File: config.mk
export PLATFORM = sky130hd
export DESIGN_NAME = wallace_mac_sequencer
export DESIGN_NICKNAME = d
export VERILOG_FILES = /design/src/rtl/wallace_mac_sequencer.sv
export SDC_FILE = /design/constraint.sdc
export NUM_CORES = 1
export LEC_CHECK = 0
export CORE_UTILIZATION = 30
export CTS_CLUSTER_DIAMETER = 40
export DETAILED_ROUTE_END_ITERATION = 12
export GPL_TIMING_DRIVEN = 0
export SLEW_MARGIN = 0
export SYNTH_ARGS = -nofsm -noshare
export SYNTH_HDL_FRONTEND = slang
export SYNTH_SLANG_ARGS = --single-unit
File: constraint.sdc
create_clock -name clk -period 2.7 [get_ports clk]
set_input_delay 0.27 -clock clk [delete_from_list [all_inputs] [get_ports clk]]
set_output_delay 0.27 -clock clk [all_outputs]
set_load 0.03 [all_outputs]
File: src/rtl/wallace_mac_sequencer.sv
// rtl/wallace_mac_sequencer.sv - streams operand pairs into a registered 8x8 multiplier and accumulates a dot product
module wallace_mac_sequencer #(
    parameter int ACC_W   = 24,
    parameter int LEN_W   = 8,
    parameter int MUL_LAT = 2
) (
    input  logic             clk,
    input  logic             rst,
    input  logic             start,
    input  logic [LEN_W-1:0] len,
    output logic             busy,
    input  logic             in_valid,
    output logic             in_ready,
    input  logic [7:0]       a_in,
    input  logic [7:0]       b_in,
    output logic [7:0]       mul_a,
    output logic [7:0]       mul_b,
    input  logic [15:0]      mul_p,
    output logic [ACC_W-1:0] acc_out,
    output logic             out_valid,
    input  logic             out_ready,
    output logic             overflow
);

    typedef enum logic [1:0] {
        IDLE  = 2'd0,
        ISSUE = 2'd1,
        DRAIN = 2'd2,
        DONE  = 2'd3
    } state_t;

    state_t             state;
    logic [LEN_W-1:0]   remaining;
    logic [MUL_LAT-1:0] tag;
    logic               handshake;
    logic               add_en;
    logic               job_start;
    logic [ACC_W:0]     sum_ext;

    assign handshake = in_valid & in_ready;
    assign add_en    = tag[MUL_LAT-1];
    assign job_start = (state == IDLE) & start;
    assign busy      = (state != IDLE);

    // Operands reach the multiplier only while a pair can be accepted, so it sees zeros otherwise
    assign mul_a = in_ready ? a_in : 8'd0;
    assign mul_b = in_ready ? b_in : 8'd0;

    // Extra top bit captures the carry out of the accumulator width
    assign sum_ext = {1'b0, acc_out} + {{(ACC_W - 15){1'b0}}, mul_p};

    // Job control: issue counting, drain wait and result handshake
    always_ff @(posedge clk or posedge rst) begin
        if (rst) begin
            state     <= IDLE;
            remaining <= '0;
            in_ready  <= 1'b0;
            out_valid <= 1'b0;
        end else begin
            case (state)
                IDLE: begin
                    if (start) begin
                        remaining <= len;
                        if (len != '0) begin
                            state    <= ISSUE;
                            in_ready <= 1'b1;
                        end else begin
                            state     <= DONE;
                            out_valid <= 1'b1;
                        end
                    end
                end
                ISSUE: begin
                    if (handshake) begin
                        remaining <= remaining - LEN_W'(1);
                        if (remaining == LEN_W'(1)) begin
                            in_ready <= 1'b0;
                            state    <= DRAIN;
                        end
                    end
                end
                DRAIN: begin
                    // Empty tag pipe means the final product has already been added
                    if (tag == '0) begin
                        state     <= DONE;
                        out_valid <= 1'b1;
                    end
                end
                DONE: begin
                    if (out_ready) begin
                        out_valid <= 1'b0;
                        state     <= IDLE;
                    end
                end
                default: begin
                    state    <= IDLE;
                    in_ready <= 1'b0;
                end
            endcase
        end
    end

    // Tag pipe marks which multiplier output cycles carry a real product
    always_ff @(posedge clk or posedge rst) begin
        if (rst) begin
            tag <= '0;
        end else begin
            tag[0] <= handshake;
            for (int i = 1; i < MUL_LAT; i++) begin
                tag[i] <= tag[i-1];
            end
        end
    end

    // Accumulator with sticky carry-out flag, cleared when a job is accepted
    always_ff @(posedge clk or posedge rst) begin
        if (rst) begin
            acc_out  <= '0;
            overflow <= 1'b0;
        end else if (job_start) begin
            acc_out  <= '0;
            overflow <= 1'b0;
        end else if (add_en) begin
            acc_out <= sum_ext[ACC_W-1:0];
            if (sum_ext[ACC_W]) begin
                overflow <= 1'b1;
            end
        end
    end

endmodule

== After elaboration in Yosys (flattened, before gate mapping) ==
Cells that the tools add are included.

* Bits in read-only memories: 0
* Word-level logic and storage cells: 62
* Bits in latches: 0
* Bits in writable memories: 0
* Input port bits: 45
* Memories kept: 0
* Flip-flop bits (word level): 39
* Output and inout bits: 44

* $add $sub $neg: 2
* Divide/modulo/power cells: 0
* Equality and inequality tests: 11
* $lt $le $gt $ge: 0
* Shifts and indexed selects: 0
* $mul: 0
* Reduce and logical (&&, ||, !) cells: 13
* Muxes and demuxes: 27
* Bitwise operators: 2

{| class="wikitable"
|+ Operator list
! kind !! count
|-
| two-way mux 24 bit || 2
|-
| two-way mux 8 bit || 4
|-
| adder 24 x 16 -> 25 bit || 1
|-
| case mux 8 bit (2 select lines) || 1
|-
| AND reduction 5 bit || 3
|-
| two-way mux 2 bit || 6
|-
| != test 2 bit, second input constant || 6
|-
| two-way mux 1 bit || 11
|-
| equality test 8 x 1 -> 1 bit, second input constant || 1
|-
| case mux 2 bit (4 select lines) || 1
|-
| nonzero test 2 bit || 4
|-
| nonzero test 8 bit || 1
|-
| subtractor 8 x 1 -> 8 bit, second input constant || 1
|-
| equality test 2 bit, second input constant || 2
|-
| zero test 2 bit || 2
|-
| case mux 1 bit (3 select lines) || 1
|-
| AND reduction 3 bit || 1
|-
| nonzero test 3 bit || 1
|-
| AND 1 bit || 2
|-
| equality test 2 x 1 -> 1 bit, second input constant || 1
|-
| != test 2 x 1 -> 1 bit, second input constant || 1
|-
| case mux 1 bit (2 select lines) || 1
|-
| AND reduction 2 bit || 1
|}

== Longest topological paths before layout ==
* Depth after elaboration: 4
* Gate-level depth with buffers: 10
* Depth with buffers taken out: 10

== Worst setup path after synthesis ==
OpenSTA, ideal clock, no wires.

* Path kind: register to register
* Start: reg acc_out[0]
* End: reg acc_out[20]
* Buffers on the path: 0
* Required time: 2.580 ns
* Data arrival time: 2.309 ns
* Setup slack: 0.271 ns
* Stages on the path, launching flop included: 11
* Library setup time: 0.120 ns
* Clock period less this slack: 2.429 ns
* Cell sequence: dfrtp_1 -> ha_1 -> inv_1 -> fa_1 -> nor2b_1 -> o21a_1 -> a31o_2 -> a211oi_2 -> o21ai_1 -> a31oi_1 -> a41o_1

* Cells in the longest elaborated chain, start to end: 3

{| class="wikitable"
|+ Ends and longest elaborated chain
! item !! line !! text
|-
| start: declaration || 19 || <nowiki>output logic [ACC_W-1:0] acc_out,</nowiki>
|-
| start signal: assignment || 124 || <nowiki>acc_out <= sum_ext[ACC_W-1:0];</nowiki>
|-
| adder 24 x 16 -> 25 bit || 50 || <nowiki>assign sum_ext = {1'b0, acc_out} + {{(ACC_W - 15){1'b0}}, mul_p};</nowiki>
|-
| two-way mux 24 bit || 123 || <nowiki>end else if (add_en) begin</nowiki>
|-
| two-way mux 24 bit || 120 || <nowiki>end else if (job_start) begin</nowiki>
|}

Every way passes these cells. The select of a mux whose other input is x is not followed.
A chain may end at the register's enable or synchronous reset.

== Worst setup path after layout ==
* Start: in mul_p[0]
* End: reg acc_out[20]

* Cells in the longest elaborated chain, start to end: 3

{| class="wikitable"
|+ Ends and longest elaborated chain
! item !! line !! text
|-
| start: declaration || 18 || <nowiki>input logic [15:0] mul_p,</nowiki>
|-
| adder 24 x 16 -> 25 bit || 50 ||
|-
| two-way mux 24 bit || 123 ||
|-
| two-way mux 24 bit || 120 ||
|}

Every way passes these cells. The select of a mux whose other input is x is not followed.

==> summary.md <==
| Metric | Value |
|---|---|
| RSZ-0062 raised after global routing | no |
| Synthesized area | 2860 um2 |
| Pin slew with the least headroom to its limit | 0.681 ns |
| Top cells by area, synth | dfrtp_1 34%, ha_1 9.6%, nor2_1 5.1% |
| Die area | 9920 um2 |
| Critical path class | in -> reg |
| Worst setup EP type | flip-flop |
| Synth top area share | 0.342 |
| Port-buffer cells | 88 |
| Horiz. Die Dim | 99.6 um |
| Minimum clock period | 2.47 ns |
| Crit path max fanout | 5 |
| Remaining antenna violation count | 0 |
| Core area | 9240 um2 |
| Worst path top cell family by delay | compound AO/OA/AOI/OAI gates |
| Initial antenna violation count | 0 |
| Peak VDD IR | 0.440 mV |
| Dominant cell type by area after synthesis | dfrtp_1 |
| Layout Utilization | 0.437 |
| Largest net degree at the start of global routing | 40 |
| TritonRoute pass-1 iters | 4 |
| Status | finished clean |
| Initial Util | 0.309 |
| CTS tree | built |
| Final Skew | 0.0140 ns |
| Cell Rows | 35 |
| CP required | 2.89 ns |
| Total Nets Final | 502 |
| Sw Ratio | 0.480 |
| IO Pins | 89 |
| Synth Area per Inst | 8.45 um2 |
| Cell Pwr Density | 1100 nW/um2 |
| Fmax | 405 MHz |
| CP bufs+invs | 2 |
| CTS H-Tree Depth | 2 |
| Yosys warnings | 0 |
| Clk slew on worst S/H paths | 0.09 ns |
| Layout area overhead | 41.2% |
| Hold Vio Cnt, Final | 0 |
| Part of the power in registers | 0.232 |
| Cell area after layout | 4040 um2 |
| Global Route Usage Sum | 0.156 |
| DRC | 0 |
| Sink Count | 39 |
| DR WL/cell | 13.4 um |
| Internal power | 2310 uW |
| Worst R2R Path Depth | 10 |
| Final HPWL DP | 5800 um |
| # diodes | 0 |
| CTS root buffer | clkbuf_8 |
| Die extent in y | 99.6 um |
| Count of different cell masters after synthesis | 49 |
| Top FF cell, synth | dfrtp_1 |
| CTS max path bufs | 2 |
| Maxcap violations | 0 |
| Sw power | 2140 uW |
| Post-CTS Setup Bufs | 0 |
| CP max stage cell | clkdlybuf4s50_1 |
| Cts hold-fix bufs | 0 |
| WP data arrival | 2.66 ns |
| RD Place Congestion | 0.851 |
| CP startpoint kind | primary input |
| Static Leak | 0.00172 uW |
| Worst-Skew Late Latency | 0.30 ns |
| Vias in the first global route | 2570 |
| Worst hold margin | 0.301 ns |
| CTS resizes | 0 |
| Initial DRC Count | 107 |
| Post-synthesis sequential area ratio | 0.342 |
| Via count | 2738 |
| Path type of the worst min-delay path | in -> async |
| Tcrit/Tclk final | 0.914 |
| Via-per-instance ratio | 4.85 |
| Setup Viol. Count Final | 0 |
| Clock share of power | 0.114 |
| Final WL | 7550 um |
| CTS Buf Count | 5 |
| Post-synth EDFFs | 0 |
| Seq cells post-synth | 39 |
| Slew HR | 0.546 |
| Cells after synthesis | 338 |
| Global route overflow | 0 |
| Syn Nets | 406 |
| Share of cells above drive strength 1 | 0.0437 |
| Async set or reset register ratio after synthesis | 1.00 |
| CP Cell Sequence | clkdlybuf4s50_1 -> ha_1 -> inv_1 -> fa_1 -> nor2b_1 -> o21a_1 -> a31o_2 -> a211oi_2 -> o21ai_2 -> a31oi_1 -> a41o_1 |
| First-pass GRT wire length | 12400 um |
| Stages on worst setup path | 11 |
| Combinational power share | 0.654 |
| Post-DP Area | 3920 um2 |
| Slowest stage delay, CP | 0.47 ns |
| Slew Limit Fails | 0 |
[per-stage QoR]
stage                     worst slack (ns)  TNS, ns  power, uW  std cells
after global placement              -0.171   -0.434       3920        555
after CTS                           0.0860        0       4490        564
after global routing                0.0536        0       4840        564
final                                0.232        0       4450        564
after detailed placement            -0.208   -0.535       3960        556
after floorplan                      0.271        0       3040        338
[cell type report]
class	instances	area (um2)
fill	959	5200
multi-input combinational	269	1770
sequential	39	976
timing repair buffer	89	901
tap	129	161
clock buffer	5	68.8
inverter	17	63.8
buffer	13	50.0
clock inverter	3	43.8
[flip-flops by register name (all words and copies together) (netlist names)]
register and flops:
acc_out 24, in_ready 1, out_valid 1, overflow 1, remaining 8, state 2, tag 2
[kinds of logic (layout without fill, tap and decap cells)]
| group | Yosys count | after routing | synth area share |
|---|---|---|---|
| and+or+nand+nor | 130 | 130 | 0.227 |
| AOI/OAI and AO/OA | 88 | 88 | 0.197 |
| DFF | 39 | 39 | 0.342 |
| buffers and inverters | 30 | 127 | 0.0398 |
| adders and majority gates | 23 | 23 | 0.103 |
| xor gates and xnor gates | 14 | 14 | 0.0429 |
| muxes | 14 | 14 | 0.0490 |
[cells in the mapped netlist (2+ instances only)]
library cell   n
a21oi_1       28
o21bai_1       4
a41o_1         3
nor3_1         5
nand4_1        5
o2111a_1       2
inv_1         17
xnor2_1        8
nand2_1       25
a31oi_1        5
clkbuf_1      11
and3_1         3
or3_1          2
a221oi_1       2
and4_1         2
or4_1          2
a211oi_1       2
dfrtp_1       39
nand2b_1       8
o21ai_0       23
and2_1        20
o22ai_1        3
nor2_1        39
nor2b_1        3
mux2i_1       14
a21o_1         4
xor2_1         6
ha_1          22
nand3_1       11
[placed cells by master (no fill, tap or decap), types with 6 or more instances in the layout]
master,count
a21oi_1,28
and2_1,20
clkbuf_1,11
clkdlybuf4s50_1,88
dfrtp_1,39
ha_1,22
inv_1,16
mux2i_1,14
nand2_1,25
nand2b_1,8
nand3_1,11
nor2_1,39
o21ai_0,23
xnor2_1,8
xor2_1,6
[worst reg2reg max path: stages (launching register included)]
cell	delay [ns]
dfrtp_1	0.38
ha_1	0.18
inv_1	0.05
fa_1	0.39
nor2b_1	0.13
o21a_1	0.14
a31o_2	0.24
a211oi_2	0.14
o21ai_2	0.31
a31oi_1	0.13
a41o_1	0.21
[power by group through the flow]
stage               clock network (uW)  registers, uW  logic (uW)
detailed placement                   0           1050        2920
global placement                     0           1040        2880
CTS                                521           1040        2930
finish                             506           1030        2910
global route                       544           1080        3220
floorplan                            0           1280        1760
[final timing paths]
kind	start	endpoint	slack, ns
min in group clk	tag[0]$_DFF_PP0_	tag[1]$_DFF_PP0_	0.37
max in group asynchronous	rst	remaining[1]$_DFFE_PP0P_	2.19
hold / removal	rst	acc_out[6]$_DFFE_PP0P_	0.30
hold reg to reg	tag[0]$_DFF_PP0_	tag[1]$_DFF_PP0_	0.37
setup / recovery	mul_p[0]	acc_out[20]$_DFFE_PP0P_	0.23
setup reg to reg	acc_out[0]$_DFFE_PP0P_	acc_out[20]$_DFFE_PP0P_	0.30
[metal layers]
layer,wire length [um],vias up,part of all wire,global-route usage
li1,-,1391,-,-
met1,3490,1295,0.46,0.202
met2,3660,47,0.49,0.264
met3,340,5,0.045,0.0379
met4,54,0,0.0072,0.0339
met5,0,-,0,0
Note: power is estimated with default switching activity, not from simulation.
